<file path="src/rtl/fetch_queue.sv">
// Instruction-fetch front end: owns the fetch PC, drives the instruction memory
// and buffers {pc, inst} pairs in a small FIFO that is discarded on redirect.
module fetch_queue #(
   parameter int          DEPTH    = 4,
   parameter logic [31:0] RESET_PC = 32'h0000_3000,
   parameter logic [31:0] NOP_INST = 32'h0000_0013
) (
   input  logic                     clk,
   input  logic                     rst,
   output logic [31:0]              im_addr,
   input  logic [31:0]              im_dout,
   input  logic                     redirect,
   input  logic [31:0]              redirect_pc,
   input  logic                     out_ready,
   output logic                     out_valid,
   output logic [31:0]              out_pc,
   output logic [31:0]              out_inst,
   output logic [31:0]              fetch_pc,
   output logic [$clog2(DEPTH):0]   count
);

   localparam int PTR_W = $clog2(DEPTH);
   localparam int CNT_W = PTR_W + 1;
   localparam logic [CNT_W-1:0] DEPTH_C = CNT_W'(DEPTH);

   logic [31:0]      pc_mem   [DEPTH];
   logic [31:0]      inst_mem [DEPTH];
   logic [PTR_W-1:0] head;
   logic [PTR_W-1:0] tail;
   logic             full;
   logic             push;
   logic             pop;

   assign im_addr = fetch_pc;

   always_comb begin
      full      = (count == DEPTH_C);
      out_valid = (count != '0);
      pop       = out_valid & out_ready & ~redirect;
      // A full queue may still accept a fetch when the head leaves this cycle.
      push      = ~redirect & (~full | pop);
      out_pc    = out_valid ? pc_mem[head]   : 32'h0;
      out_inst  = out_valid ? inst_mem[head] : NOP_INST;
   end

   // Fetch stage -> queue: control state
   always_ff @(posedge clk or negedge rst) begin
      if (!rst) begin
         fetch_pc <= RESET_PC;
         head     <= '0;
         tail     <= '0;
         count    <= '0;
      end else if (redirect) begin
         fetch_pc <= {redirect_pc[31:2], 2'b00};
         head     <= '0;
         tail     <= '0;
         count    <= '0;
      end else begin
         if (push) begin
            tail     <= tail + PTR_W'(1);
            fetch_pc <= fetch_pc + 32'd4;
         end
         if (pop) begin
            head <= head + PTR_W'(1);
         end
         if (push && !pop) begin
            count <= count + CNT_W'(1);
         end else if (pop && !push) begin
            count <= count - CNT_W'(1);
         end
      end
   end

   // Queue storage carries data only, so it is left out of reset.
   always_ff @(posedge clk) begin
      if (push) begin
         pc_mem[tail]   <= fetch_pc;
         inst_mem[tail] <= im_dout;
      end
   end

endmodule

</file>
<file path="config.mk">
export PLATFORM = sky130hd
export DESIGN_NAME = fetch_queue
export DESIGN_NICKNAME = d
export VERILOG_FILES = /design/src/rtl/fetch_queue.sv
export SDC_FILE = /design/constraint.sdc
export NUM_CORES = 1
export LEC_CHECK = 0
export CORE_MARGIN = 1
export CORE_UTILIZATION = 30
export DETAILED_ROUTE_END_ITERATION = 10
export GPL_ROUTABILITY_DRIVEN = 0
export GPL_TIMING_DRIVEN = 0
export PLACE_DENSITY = 0.47
export SETUP_SLACK_MARGIN = 0.1
export SLEW_MARGIN = 20
export SYNTH_ARGS = -nofsm -noshare
export SYNTH_HDL_FRONTEND = slang
export SYNTH_SLANG_ARGS = --single-unit
</file>
<file path="constraint.sdc">
create_clock -name clk -period 5.1 [get_ports clk]
set_input_delay 0.51 -clock clk [delete_from_list [all_inputs] [get_ports clk]]
set_output_delay 0.51 -clock clk [all_outputs]
set_load 0.02 [all_outputs]
</file>
==> impl_results.md <==
* Status: completed
* Worst skew pair latency at between 0.5 and 0.6 ns
* Sequential Area at between 8000 and 9000 sq um
* Worst Reg-to-Reg Cells at 8
* CTS root buffer: clkbuf_16
* TritonRoute pass-1 iters at 7
* Final ANT Viol Nets at 0
* Post-Syn Instances at between 600 and 700
* Initial antenna violation count at 1
* CP Capture Point: out_pc[13]
* I/O pin count at 200
* CTS tree: done
* Design Area, Final at 15600 sq um
* Synth async-reset ratio at around an eighth
* Final core occ at about 40%
* Final setup vio count at 0
* IO Port Bufs at ~190
* Reg-to-reg critical path startpoint: count[1]$_DFFE_PN0P_
* Worst min path class: in -> reg
* Hold Fails Final Rpt at 0
* Met1 usage at 20.43%
* Crit. Startpoint: head[1]$_DFFE_PN0P_
* Crit path arrival time at 3.13 ns
* Post-CTS Setup Inserts at 0
* Synthesized cell area at 11940 sq um
* Post-Syn Area per Cell at 17.32 sq um
* Met3 Usage GRT at 2.494%
* Dominant synthesized flop cell: edfxtp_1
* DP Area at 14630 sq um
* FF-to-FF End: count[2]$_DFFE_PN0P_
* Post-place setup slack at between 1.5 and 2 ns
* Footprint of the multi-input gates at approximately 3100 sq um
* NumNets Final at 996
* Final Skew at 0.007949 ns
* Site row count at 72
* Via count at 6765
* Most frequent cells in the layout: edfxtp_1, clkdlybuf4s50_1, and2_1, mux4_2, buf_4
* H-tree lvl count at 1
* Layout cell share with drive strength beyond 1 at about a fifth
* Distinct cells, synth at 52
* Chip width at 201.5 um
* Cts hold-fix bufs at 1
* Worst hold slack at about 0.3 ns
* Final non-filler cell total at 1464
* Total wire length at 30.11 mm
* Total power at 7.704 mW
* Number of global-route vias before repair at 7240
* Final worst slack at 1.460 ns
* Leading cell type in the layout, fill and taps excluded: edfxtp_1
* Die area at 40590 sq um
* Max clock buf depth at 3
* Slew Viols, Final at 0
* Crit path kind: reg -> out
* Core Footprint at 38920 sq um
* Drt drc at 0
* Required time of the critical path at roughly 4.6 ns
* Clk slew on worst S/H paths at 0.06 ns
* Synth Register Bits at 285
* Sequential share of the synthesized area at 70.18%
* CTS Buf Count at 31
* Leakage power at slightly above 5 nW
* Tcrit/Tclk final at just over 70%
* Clk sink count at 285
* R2r setup slk at roughly 2.6 ns
* Cell Pwr Density at about 490 nW/um^2
* Largest net degree at the start of global routing at between 40 and 50
* M2 GR Usage at 24.25%
* Crit. End Element: output pin
* Warning count from the yosys run at 0
* Number of synthesized flops with an enable pin at roughly 250
* WL per Instance at 20.57 um
* Avg Vias per Cell at 4.621
* Die height at 201.5 um
* WHS Path Cells at 3
* Initial core utilization at 30.67%
* Dpl cells at 1406
* Post-CTS Resized at 0
* Tightest Pin Transition at 0.7897 ns
* Total GRT Usage at approximately 15%
* Hpwl dp at 19.48 mm
* Grt total ovfl at 0
* Antenna diodes at 0
* Headroom to the max-slew limit at roughly 47%
* Drt initial violations at 316
* Minimum clock period at 3.640 ns
* First-pass GRT wire length at ~45 mm
* CP Max Fanout at 10
* Max-capacitance violation count at 0
* Max Freq at 274.7 MHz
* Synthesis-to-layout area growth at 30.73%
* Fill cells at 3635
* Unrepaired setup endpoints after global routing: false
* GRT busiest layer: met2
* Critical path startpoint category: flip-flop
* Setup TNS at 0 ns
* VDD IR max at 0.0002427 V
==> critical path: stages, from the launching register on <==
cell,delay (ns)
dfrtp_1,0.32
clkbuf_1,0.47
clkbuf_1,0.63
mux4_2,0.40
and2_1,0.18
clkdlybuf4s50_1,0.58
==> registers in the layout, indices dropped and copies added, names as in the netlist <==
register	count
inst_mem	128
pc_mem	120
fetch_pc	30
count	3
head	2
tail	2
==> per-layer routing <==
metal  share of wire (%)  up-vias
li1                    -     3131
met1                  45     3414
met2                  47      174
met3                 4.9       44
met4                 2.2        2
met5               0.043        -
==> synth_stat cells, types with 2 or more instances <==
cell / count / area [sq um]
xnor2_1: 2 / 17.52
and4_2: 2 / 20.02
o211ai_1: 10 / 75.07
mux4_2: 62 / 1396
dfrtp_1: 35 / 875.8
a31oi_1: 13 / 81.33
o2111ai_1: 3 / 26.28
nand4_1: 4 / 25.02
o21ai_0: 15 / 75.07
mux2i_1: 2 / 20.02
o31ai_1: 10 / 75.07
nand3_1: 15 / 75.07
or4_1: 16 / 120.1
or2_2: 5 / 31.28
ha_1: 5 / 62.56
nor3b_1: 2 / 15.01
edfxtp_1: 248 / 7447
dfstp_2: 2 / 52.55
buf_2: 10 / 50.05
a21oi_1: 4 / 20.02
buf_4: 38 / 285.3
and2_1: 62 / 387.9
buf_6: 2 / 22.52
nand2_1: 29 / 108.9
nor2_1: 18 / 67.56
nor2b_1: 2 / 12.51
xor2_1: 9 / 78.83
and3_1: 7 / 43.79
clkbuf_1: 19 / 71.32
inv_1: 10 / 37.54
a211oi_1: 2 / 15.01
and4_1: 2 / 17.52
or3_1: 5 / 31.28
==> layout make-up <==
class | instances | share of cell area, %
multi-input combinational | 328 | 20.02
buffer | 70 | 2.775
clock inverter | 15 | 0.7297
sequential | 285 | 53.68
tap | 518 | 4.154
timing repair buffer | 195 | 12.94
inverter | 11 | 0.2646
clock buffer | 42 | 5.429
==> power breakdown <==
group	internal, mW	leakage (nW)	total (mW)	switching, mW
sequential	2.90	2.71	3.06	0.165
clock	1.25	0.471	2.13	0.881
combinational	1.21	1.99	2.51	1.30
total	5.35	5.17	7.70	2.35
==> kinds of logic after synthesis <==
logic type	Yosys count	share of synthesized area (%)
simple gates	179	8.900
compound gates	62	3.554
buf+inv	81	3.973
other cells	1	0.03142
xor+xnor	11	0.8073
flops	285	70.18
fa+ha+maj	6	0.6919
mux	64	11.87
==> worst min path at each step <==
stage               slack [ns]                        to                 from
CTS                       0.28      count[0]$_DFFE_PN0P_            out_ready
floorplan                 0.21      count[0]$_DFFE_PN0P_                  rst
global placement          0.58       tail[1]$_DFFE_PN0N_  tail[1]$_DFFE_PN0N_
finish                    0.30      count[0]$_DFFE_PN0P_            out_ready
detailed placement        0.41  fetch_pc[27]$_DFFE_PN0N_                  rst
global route              0.31      count[0]$_DFFE_PN0P_            out_ready
Note: power is estimated with default switching activity, not from simulation.
==> variant, RTL diff (config.mk and constraints unchanged) <==
Put one more register stage on the output `count`, with the module's reset. The value now appears one clock later. The other outputs are not delayed to match.
--- a/src/rtl/fetch_queue.sv
+++ b/src/rtl/fetch_queue.sv
@@ -24,4 +24,6 @@
    localparam logic [CNT_W-1:0] DEPTH_C = CNT_W'(DEPTH);
 
+   logic [$clog2(DEPTH):0] count_s0;
+
    logic [31:0]      pc_mem   [DEPTH];
    logic [31:0]      inst_mem [DEPTH];
@@ -35,6 +37,6 @@
 
    always_comb begin
-      full      = (count == DEPTH_C);
-      out_valid = (count != '0);
+      full      = (count_s0 == DEPTH_C);
+      out_valid = (count_s0 != '0);
       pop       = out_valid & out_ready & ~redirect;
       // A full queue may still accept a fetch when the head leaves this cycle.
@@ -50,10 +52,10 @@
          head     <= '0;
          tail     <= '0;
-         count    <= '0;
+         count_s0 <= '0;
       end else if (redirect) begin
          fetch_pc <= {redirect_pc[31:2], 2'b00};
          head     <= '0;
          tail     <= '0;
-         count    <= '0;
+         count_s0 <= '0;
       end else begin
          if (push) begin
@@ -65,7 +67,7 @@
          end
          if (push && !pop) begin
-            count <= count + CNT_W'(1);
+            count_s0 <= count_s0 + CNT_W'(1);
          end else if (pop && !push) begin
-            count <= count - CNT_W'(1);
+            count_s0 <= count_s0 - CNT_W'(1);
          end
       end
@@ -80,4 +82,12 @@
    end
 
+   always_ff @(posedge clk or negedge rst) begin
+      if (!rst) begin
+         count <= '0;
+      end else begin
+         count <= count_s0;
+      end
+   end
+
 endmodule
 
Check against the original RTL: not equivalent (a bounded check fails within 4 cycles, from zero or initial values and one cycle with rst low).
==> variant against the original RTL <==
- setup slack improved by 0.018 ns
- sequential power fell by 1%
- sequential cell count rose by 3
- global-route usage fell by 0.31 points
- power rose by 0.41%
- cell area rose by 0.64%
- routed wire length fell by 2.5%
- synthesized cell count fell by 2.5%
- synthesized area fell by 0.26%
- highest routed layer unchanged
==> variant: results (changes against the original RTL) <==
- Status: completed
- Drt total wl: 29300 um (-2.5%)
- # H-tree levels: 2 (+1)
- Post-synth EDFFs: 248 (unchanged)
- Final Hold Viols: 0 (unchanged)
- R2R Setup Slk: 2.33 ns (-0.25 ns)
- Final nets: 984 (-1.2%)
- Synth warnings: 0 (unchanged)
- Static leakage: 0.00532 uW (+2.8%)
- Ant diodes: 0 (unchanged)
- Final HPWL DP: 18500 um (-5.0%)
- Reg2reg end: count_s0[1]
- Filler Cells Inserted: 3627 (-0.22%)
- Post-CTS setup buffer count: 0 (unchanged)
- Register area share after synthesis: 71.0% (+0.82 points)
- PortBufs: 191 (+1.1%)
- Crit Reg-Reg Startpoint: count_s0[0]
- Clock tree buffer depth: 3 (unchanged)
- Post-synth cell types: 49 (-5.8%)
- Cells after DPL: 1391 (-1.1%)
- DRT Pass-1 Iters: 4 (-3)
- Class of the worst hold path: in -> async
- Setup crit start: head[1]
- Synth Area per Inst: 17.7 um2 (+2.3%)
- Largest net degree at the start of global routing: 42 (-2.3%)
- P per Cell Area: 493 nW/um2 (-0.23%)
- Layout cell share with drive strength beyond 1: 19.9% (+1.2 points)
- Num CTS Buffers: 34 (+9.7%)
- Global Route Usage Sum: 14.6% (-0.31 points)
- Post-synth ARST share: 13.9% (+0.91 points)
- Worst EP arrival: 3.11 ns (-0.02 ns)
- Initial drt markers: 246 (-22%)
- Routed vias/inst: 4.53 (-1.9%)
- Root Driver: clkbuf_16
- Clock slew at reported path FFs: 0.06 ns (about the same)
- Vias in the first global route: 6975 (-3.7%)
- FF-to-FF path depth: 8 (unchanged)
- Slew @ Worst Pin: 0.779 ns (-0.0109 ns)
- Hold_ws: 0.488 ns (+0.183 ns)
- Routed vias: 6589 (-2.6%)
- Biggest regs: inst_mem x128, pc_mem x120, fetch_pc x30
- Clk Latency, worst-skew pair: 0.51 ns (-0.05 ns)
- Ys flop type: edfxtp_1
- First-pass GRT wire length: 44200 um (-2.6%)
- Antenna violations before repair: 1 (unchanged)
- CP Max Fanout: 10 (unchanged)
- Clock Skews: 0.0137 ns (+0.00577 ns)
- Top post-synthesis cells by area: edfxtp_1, mux4_2, dfrtp_1
- Synth cell count leaders: edfxtp_1, and2_1, mux4_2
- Max IR drop VDD: 0.177 mV (-27%)
-- variant: cell count changes in the layout (fill, tap and decap cells not counted), sizes merged, moves of 10 or more --
cell | before | now
xor2 | 9 | 20
o21ai | 15 | 26
a31oi | 13 | 1
or4 | 16 | 0
o211ai | 11 | 1
nand2 | 29 | 42
o31ai | 10 | 0
-- variant: timing repair --
action	in CTS	in global routing
resized for setup	0	0
hold buffers	1	0
endpoints found under the hold margin	14	0
-- variant: how the worst max path moves through the flow --
| stage | endpoint | slack (ns) | cells past startpoint |
|---|---|---|---|
| 6_report | out_pc[11] | 1.48 | 5 |
| 5_1_grt | out_inst[27] | 1.32 | 5 |
| 4_1_cts | out_pc[27] | 1.41 | 5 |
| 3_5_place_dp | out_pc[27] | 1.95 | 5 |
| 3_3_place_gp | inst_mem[2][22] | 0.05 | 4 |
| 2_1_floorplan | inst_mem[0][0] | 2.34 | 3 |
-- variant: critical path, cell delays in order (launching register included) --
cell and delay (ns):
dfrtp_1 0.31, clkbuf_1 0.48, clkbuf_1 0.66, mux4_2 0.41, and2_1 0.21, clkdlybuf4s50_1 0.55
-- variant: cell families after synthesis --
logic type,count (synthesis),share of synthesized area (%)
AO/OA/AOI/OAI,38,1.94
XOR/XNOR,31,2.28
adder cells (fa/ha/maj),6,0.694
buffers and inverters,73,3.65
flip-flops,288,71.0
multiplexers,66,12.1
other,1,0.0315
AND/OR/NAND/NOR,169,8.32
-- variant: metrics by stage --
step	setup slack, ns	cell area, um2
global route	1.32	15700
detailed placement	1.95	14600
floorplan	2.34	11900
CTS	1.41	15700
finish	1.48	15700
global placement	0.0453	14500
-- variant: final cells by class --
| class | instances | share of cell area [%] |
|---|---|---|
| clock buffers | 43 | 5.83 |
| plain buffers | 65 | 2.57 |
| well taps | 518 | 4.13 |
| clock inverters | 18 | 1.11 |
| multi-input cells | 316 | 19.4 |
| repair buffers | 197 | 12.9 |
| flip-flops and latches | 288 | 53.8 |
| inverters | 8 | 0.191 |
-- variant: routing by layer --
layer,vias up,track usage (%),routed length (um),share of wire (%)
li1,3017,-,-,-
met1,3339,20.4,13600,46
met2,189,22.9,13600,46
met3,42,3.24,1630,5.5
met4,2,3.65,491,1.7
met5,-,0,17,0.058
-- variant: where the power goes --
group	switching (uW)	total, uW	internal (uW)
Clock	941	2370	1430
Combinational	1210	2350	1130
Sequential	147	3020	2870
